File: src/rtl/fir_mac_stage.sv
// fir_mac_stage: per-frame FIR multiply-accumulate behind the sample queue.
// Define FIR_SAT_EN to saturate the result; otherwise the low bits wrap.
module fir_mac_stage #(
    parameter int N_TAPS = 1021,
    parameter int DATA_W = 16,
    parameter int ADDR_W = 10,
    parameter int ACC_W  = 40
) (
    input  logic                     clk,
    input  logic                     rst,
    input  logic                     sequencing,
    input  logic signed [DATA_W-1:0] smpl_in,
    output logic        [ADDR_W-1:0] coeff_addr,
    input  logic signed [DATA_W-1:0] coeff,
    output logic signed [DATA_W-1:0] smpl_out,
    output logic                     out_vld,
    output logic                     busy
);

    localparam int FRAC = DATA_W - 1;
    localparam logic [ADDR_W-1:0] LAST_TAP = ADDR_W'(N_TAPS - 1);

    typedef enum logic [1:0] {
        IDLE,
        MAC,
        DRAIN,
        WAIT_LOW
    } state_t;

    state_t state;
    state_t state_nxt;

    logic        [ADDR_W-1:0]   tap_cnt;
    logic signed [DATA_W-1:0]   smpl_d;
    logic signed [2*DATA_W-1:0] prod;
    logic signed [ACC_W-1:0]    acc;
    logic signed [DATA_W-1:0]   lim;
    logic                       v_d;
    logic                       v_p;
    logic                       lst_d;
    logic                       lst_p;
    logic                       lst_a;

    always_ff @(posedge clk) begin
        if (rst) begin
            state <= IDLE;
        end else begin
            state <= state_nxt;
        end
    end

    always_comb begin
        state_nxt = state;
        unique case (state)
            IDLE: begin
                if (sequencing) begin
                    state_nxt = (N_TAPS == 1) ? DRAIN : MAC;
                end
            end
            MAC: begin
                if (!sequencing) begin
                    state_nxt = IDLE;
                end else if (tap_cnt == LAST_TAP) begin
                    state_nxt = DRAIN;
                end
            end
            // Hold DRAIN through the result cycle so busy covers out_vld.
            DRAIN: begin
                if (out_vld) begin
                    state_nxt = WAIT_LOW;
                end
            end
            WAIT_LOW: begin
                if (!sequencing) begin
                    state_nxt = IDLE;
                end
            end
            default: state_nxt = IDLE;
        endcase
    end

    always_comb begin
        busy       = 1'b0;
        coeff_addr = '0;
        unique case (state)
            MAC: begin
                busy       = 1'b1;
                coeff_addr = tap_cnt;
            end
            DRAIN: begin
                busy = 1'b1;
            end
            default: begin
                busy       = 1'b0;
                coeff_addr = '0;
            end
        endcase
    end

`ifdef FIR_SAT_EN
    localparam logic signed [ACC_W-1:0] SAT_MAX =
        {{(ACC_W-DATA_W+1){1'b0}}, {(DATA_W-1){1'b1}}};
    localparam logic signed [ACC_W-1:0] SAT_MIN =
        {{(ACC_W-DATA_W+1){1'b1}}, {(DATA_W-1){1'b0}}};

    logic signed [ACC_W-1:0] shifted;

    assign shifted = acc >>> FRAC;

    always_comb begin
        lim = shifted[DATA_W-1:0];
        unique case (1'b1)
            (shifted > SAT_MAX): lim = {1'b0, {(DATA_W-1){1'b1}}};
            (shifted < SAT_MIN): lim = {1'b1, {(DATA_W-1){1'b0}}};
            default:             lim = shifted[DATA_W-1:0];
        endcase
    end
`else
    assign lim = DATA_W'(acc >>> FRAC);
`endif

    always_ff @(posedge clk) begin
        if (rst) begin
            tap_cnt  <= '0;
            smpl_d   <= '0;
            prod     <= '0;
            acc      <= '0;
            v_d      <= 1'b0;
            v_p      <= 1'b0;
            lst_d    <= 1'b0;
            lst_p    <= 1'b0;
            lst_a    <= 1'b0;
            smpl_out <= '0;
            out_vld  <= 1'b0;
        end else begin
            prod    <= smpl_d * coeff;
            v_p     <= v_d;
            lst_p   <= v_d & lst_d;
            lst_a   <= v_p & lst_p;
            out_vld <= lst_a;
            if (v_p) begin
                acc <= acc + ACC_W'(prod);
            end
            if (lst_a) begin
                smpl_out <= lim;
            end
            v_d     <= 1'b0;
            lst_d   <= 1'b0;
            tap_cnt <= '0;
            if (state == IDLE && sequencing) begin
                smpl_d  <= smpl_in;
                v_d     <= 1'b1;
                lst_d   <= (N_TAPS == 1);
                tap_cnt <= ADDR_W'(1);
                acc     <= '0;
            end
            // A frame that ends early is dropped before it reaches the output.
            if (state == MAC) begin
                if (sequencing) begin
                    smpl_d  <= smpl_in;
                    v_d     <= 1'b1;
                    lst_d   <= (tap_cnt == LAST_TAP);
                    tap_cnt <= tap_cnt + 1'b1;
                end else begin
                    v_p   <= 1'b0;
                    lst_p <= 1'b0;
                    lst_a <= 1'b0;
                end
            end
        end
    end

endmodule

File: config.mk
export PLATFORM = sky130hd
export DESIGN_NAME = fir_mac_stage
export DESIGN_NICKNAME = d
export VERILOG_FILES = /design/src/rtl/fir_mac_stage.sv
export SDC_FILE = /design/constraint.sdc
export NUM_CORES = 1
export LEC_CHECK = 0
export CAP_MARGIN = 25
export CORE_MARGIN = 2
export CORE_UTILIZATION = 64
export DETAILED_ROUTE_END_ITERATION = 12
export PLACE_DENSITY = 0.93
export SLEW_MARGIN = 0
export SYNTH_ARGS = -nofsm -noshare
export SYNTH_HDL_FRONTEND = slang
export SYNTH_SLANG_ARGS = --single-unit
File: constraint.sdc
create_clock -name clk -period 7.9 [get_ports clk]
set_input_delay 0.79 -clock clk [delete_from_list [all_inputs] [get_ports clk]]
set_output_delay 0.79 -clock clk [all_outputs]
set_load 0.01 [all_outputs]
# Yosys cells after proc, flatten, opt, wreduce, memory -nomap -nowiden
# Cells that the tools add are included.
# word_totals
latch_bits	0
mem_bits_ro	0
ramBits	0
ff_bits	122
memories	0
input_bits	35
elab_cells	56
# classes
n_div	0
add_sub_neg	2
mux	23
n_bitwise	4
order_cmp	0
n_reduce_logical	6
eq_ne	8
n_shift	0
multipliers	1
# op_table
op	n
$mux W16	3
$add A40 B32 Y40	1
$mul A16 B16 Y32	1
$mux W10	3
$mux W1	11
$add A10 B1 Y10 const B	1
$eq A10 B10 Y1 const B	1
$mux W2	5
$pmux W2 S4	1
$ne A2 B2 Y1 const B	3
$eq A2 B2 Y1 const B	2
$reduce_and A4 Y1	1
$reduce_or A2 Y1	2
$ne A3 B2 Y1 const B	1
$reduce_or A3 Y1	1
$and A1 B1 Y1	2
$eq A2 B1 Y1 const B	1
$logic_not A2 Y1	1
$not A1 Y1	2
$logic_and A1 B1 Y1	1

# Longest topological paths before layout
# logic_depth
ltp_word	5
ltp_mapped	25
mapped_depth_nobuf	24

# Worst setup path before layout
# OpenSTA, ideal clock, no wires.
# synth_timing
kind	input-to-reg
start	in coeff[2]
end	reg prod[28]
path_slack_ps	1548
stages	21
setup_ps	140
arrival_ps	6211
required_ps	7760
path_cell_list	clkbuf_1 -> nand2_1 -> fa_1 -> inv_1 -> fa_1 -> fa_1 -> fa_1 -> fa_1 -> inv_1 -> fa_1 -> inv_1 -> ha_1 -> a21o_1 -> a21oi_1 -> o21ai_0 -> a21o_1 -> a21oi_1 -> a21boi_0 -> o21ai_0 -> mux2i_1 -> o311ai_0
# synth_between
elab_chain_cells	1
# synth_lines
element	line	rtl
start: declaration	14	input logic signed [DATA_W-1:0] coeff,
$mul A16 B16 Y32	136	prod <= smpl_d * coeff;
end signal: assignment	136	
end: declaration	35	logic signed [2*DATA_W-1:0] prod;
# Every way passes these cells.
# A chain may end at the register's enable or synchronous reset.

# Worst setup path in the final report
# layout_timing
start	in coeff[1]
end	reg prod[28]
# The elaborated chain is that of the path after synthesis.

==> results.txt <==
- Status: finished clean
* Sum of overflow across all layers after global routing: 0
- Clock latency on the worst-skew pair: 370 ps
- Total track usage: 31.4%
- DIE HEIGHT: 156 um
- The number of gates resized after CTS was 0.
- Filler Cells Inserted: 1586
- The max-slew violation count came to 0.
- The floorplan step defined a core boundary enclosing 22700 um2.
* CTS tree: yes
* Final weighted congestion of routability-driven global placement: 0.907
- Die boundary width: 156 um
- The worst-case IR drop observed on VDD is 0.227 mV.
* Layout cells sized above 1: 2.14%
* Synth warn: 0
- The number of hold buffers added after CTS was 0.
- Number of flops mapped to enable cells by yosys: 0
* Ratio of final minimum period to clock period: 90.7%
- Synth area leaders: fa_1 35%, dfxtp_1 15%, ha_1 9.8%
* Maximum clock skew at final layout: 11.1 ps
- Post-detailed-routing wire length: 35.6 mm
- Unrepaired setup endpoints after global routing: false
- Entering global routing, the biggest net connects 72 pins.
- Yosys instantiated no cell more often than inv_1.
* Total power: 4.18 mW
- Routed wire length on met3: 2.45 mm
- From synthesis to final layout, the design area changed by 7.72%.
* Post-synthesis cell count: 1652
- The die covers 24400 um2.
* Minimum period implied by the final worst setup slack: 7170 ps
- The cell sitting at the root of the clock tree is a clkbuf_16.
- Residual antenna-violating net count after detailed routing: 0
* Number of DRC violations after detailed routing: 0
- The synthesized design contains 112 register bits.
- The worst pin sits at a relative slew slack of 29.5%.
- STA classifies the critical path endpoint as a flop.
- Maximum fanout encountered on the critical timing path: 16
- Of all cell types, the one taking the most synthesized area is fa_1.
- After detailed routing, the number of vias per cell comes to 5.92.
* Final setup fails: 0
- For this run, the slowest stage of the critical path takes 890 ps.
- Counting flops with an async set or reset pin after synthesis yields a share of 0%.
* R2R depth: 20
- Top Layer Used: met4
- In the detailed route, the total length drawn on met2 is 18.7 mm.
- Syn_nets: 2060
- Number of nets at the end of the flow: 2083
* Sequential-to-total area share from yosys stat: 15.1%
- Clock transition at the registers of the reported paths: 90 ps
* Number of global-route vias before repair: 12800
* Sinks on Clock Net: 112
- Starting density of the core: 65.3%
* Leakage: 7.60 nW
- The initial antenna violation count was 0.
- Measured slew at the worst slew-check pin: 1060 ps
- Number of hold-slack violations in the final timing report: 0
- Commonest cells in the netlist: 302 x inv_1, 257 x fa_1, 184 x nand2_1
- 0 antenna diodes ended up in the layout.
- The path class of the tightest hold or removal check is flop to flop.
* Worst-path cell with the longest stage delay: clkdlybuf4s50_1
- Across the run, the number of max-cap violations was 0.
- Counting stages on the worst path, the most repeated cell is fa_1.
* Setup slack, reg-to-reg: 1170 ps
* Endpoint of the worst register-to-register path: prod[28]$_SDFF_PP0_
- Across all layers, the routed design uses 11600 vias.
- Cell area power density: 262 nW/um2
* Accumulated negative setup slack: 0 ps
* WL met1: 12.3 mm
* Fmax: 140 MHz
- Dividing the detail-routed wire length by the instance count gives 18.1 um.
- Post-synth top area share: 34.7%
- Number of top-level pins: 63
- The average instance in the mapped netlist occupies 8.97 um2.
- The critical path ends at prod[28]$_SDFF_PP0_.
* Initial drt markers: 880
- Maximum clock path buffer count: 2
- Site Rows: 55
* Count of input and output buffers: 62
- The synthesized netlist occupies a cell area of 14800 um2.
- Buffers inserted during clock tree synthesis total 9.
- The most used flip-flop cell after synthesis is dfxtp_1.
- Traced cell by cell, the critical path runs through clkdlybuf4s50_1 -> nand2_1 -> fa_1 -> inv_1 -> fa_1 -> fa_1 -> fa_1 -> fa_1 -> inv_1 -> fa_1 -> inv_1 -> ha_1 -> a21o_1 -> a21oi_1 -> o21ai_0 -> a21o_1 -> a21oi_1 -> a21boi_0 -> o21ai_0 -> mux2i_1 -> o311ai_0.
- The worst setup path is launched from a primary input.
* H-tree levels: 3
* Distinct cells, synth: 53
* Worst endpoint data arrival time: 7390 ps
- Dpl hpwl: 28.2 mm
* DRT Pass-1 Iters: 6
- Worst setup path startpoint: coeff[1]
- Post-CTS Setup Bufs: 0
* Wire length of the first global-routing pass: 60.3 mm
* WP data required: 8120 ps
- By startpoint and endpoint, the worst setup path is classified as primary input to flop.
worst min-delay path by stage:
stage / startpoint / to / slack, ps / depth (start not counted)
6_report: lst_d$_SDFF_PP0_ / lst_p$_SDFF_PP0_ / 470 / 1
5_1_grt: lst_d$_SDFF_PP0_ / lst_p$_SDFF_PP0_ / 490 / 1
4_1_cts: lst_d$_SDFF_PP0_ / lst_p$_SDFF_PP0_ / 470 / 1
3_5_place_dp: lst_d$_SDFF_PP0_ / lst_p$_SDFF_PP0_ / 450 / 1
3_3_place_gp: v_d$_SDFF_PP0_ / v_p$_SDFF_PP0_ / 430 / 1
2_1_floorplan: v_d$_SDFF_PP0_ / v_p$_SDFF_PP0_ / 420 / 1
worst max-delay path, delay by kind of cell:
family | cells | cell delay (ps)
simple gates | 1 | 240
mux | 1 | 210
buf+inv | 4 | 1160
compound gates | 8 | 1430
fa+ha+maj | 7 | 3540
layer usage:
metal,global-route usage [%],vias to the layer above
met4,17.1,0
li1,-,5169
met3,4.72,216
met1,35.1,5649
met2,57.4,590
met5,0,-
placed cells by master (no fill, tap or decap), types with 36 or more instances in the layout:
cell type          n
ha_1             116
nor2_1           121
xnor2_1           40
dfxtp_1          111
o21ai_0           36
a21oi_1           63
nand2_1          184
fa_1             257
and2_1           131
inv_1            302
clkdlybuf4s50_1   61
cell type report:
| cell class | instances | area [um2] | share of cell area [%] |
|---|---|---|---|
| multi-input cells | 1182 | 11200 | 70.4 |
| flip-flops and latches | 112 | 2240 | 14.0 |
| inverters | 302 | 1130 | 7.10 |
| repair buffers | 68 | 681 | 4.26 |
| well taps | 285 | 357 | 2.23 |
| clock buffers | 9 | 225 | 1.41 |
| clock inverters | 7 | 91.3 | 0.572 |
cells by family after synthesis:
kind of cell / share of synthesized area (%)
AO/OA/AOI/OAI: 8.43
XOR/XNOR: 3.84
adder cells (fa/ha/maj): 44.5
buffers and inverters: 9.07
flip-flops: 15.1
multiplexers: 2.44
AND/OR/NAND/NOR: 16.6
through the flow:
| step | hold slack [ps] | cells | cell area, um2 | setup slack [ps] | utilization (%) |
|---|---|---|---|---|---|
| after floorplan | 421 | 1652 | 14800 | 1550 | - |
| after global placement | 430 | 1948 | 15600 | 724 | 68.8 |
| after detailed placement | 447 | 1948 | 15600 | 526 | 68.8 |
| after CTS | 469 | 1964 | 15900 | 890 | 70.2 |
| after global routing | 490 | 1965 | 16000 | 431 | 70.3 |
| final | 471 | 1965 | 16000 | 733 | 70.3 |
report_power, final:
group          internal, mW  total (mW)  switching, mW
Combinational          1.25        2.98           1.74
Sequential            0.648       0.723         0.0752
Clock                 0.228       0.474          0.246
Total                  2.12        4.18           2.06
(Power assumes the default switching activity.)
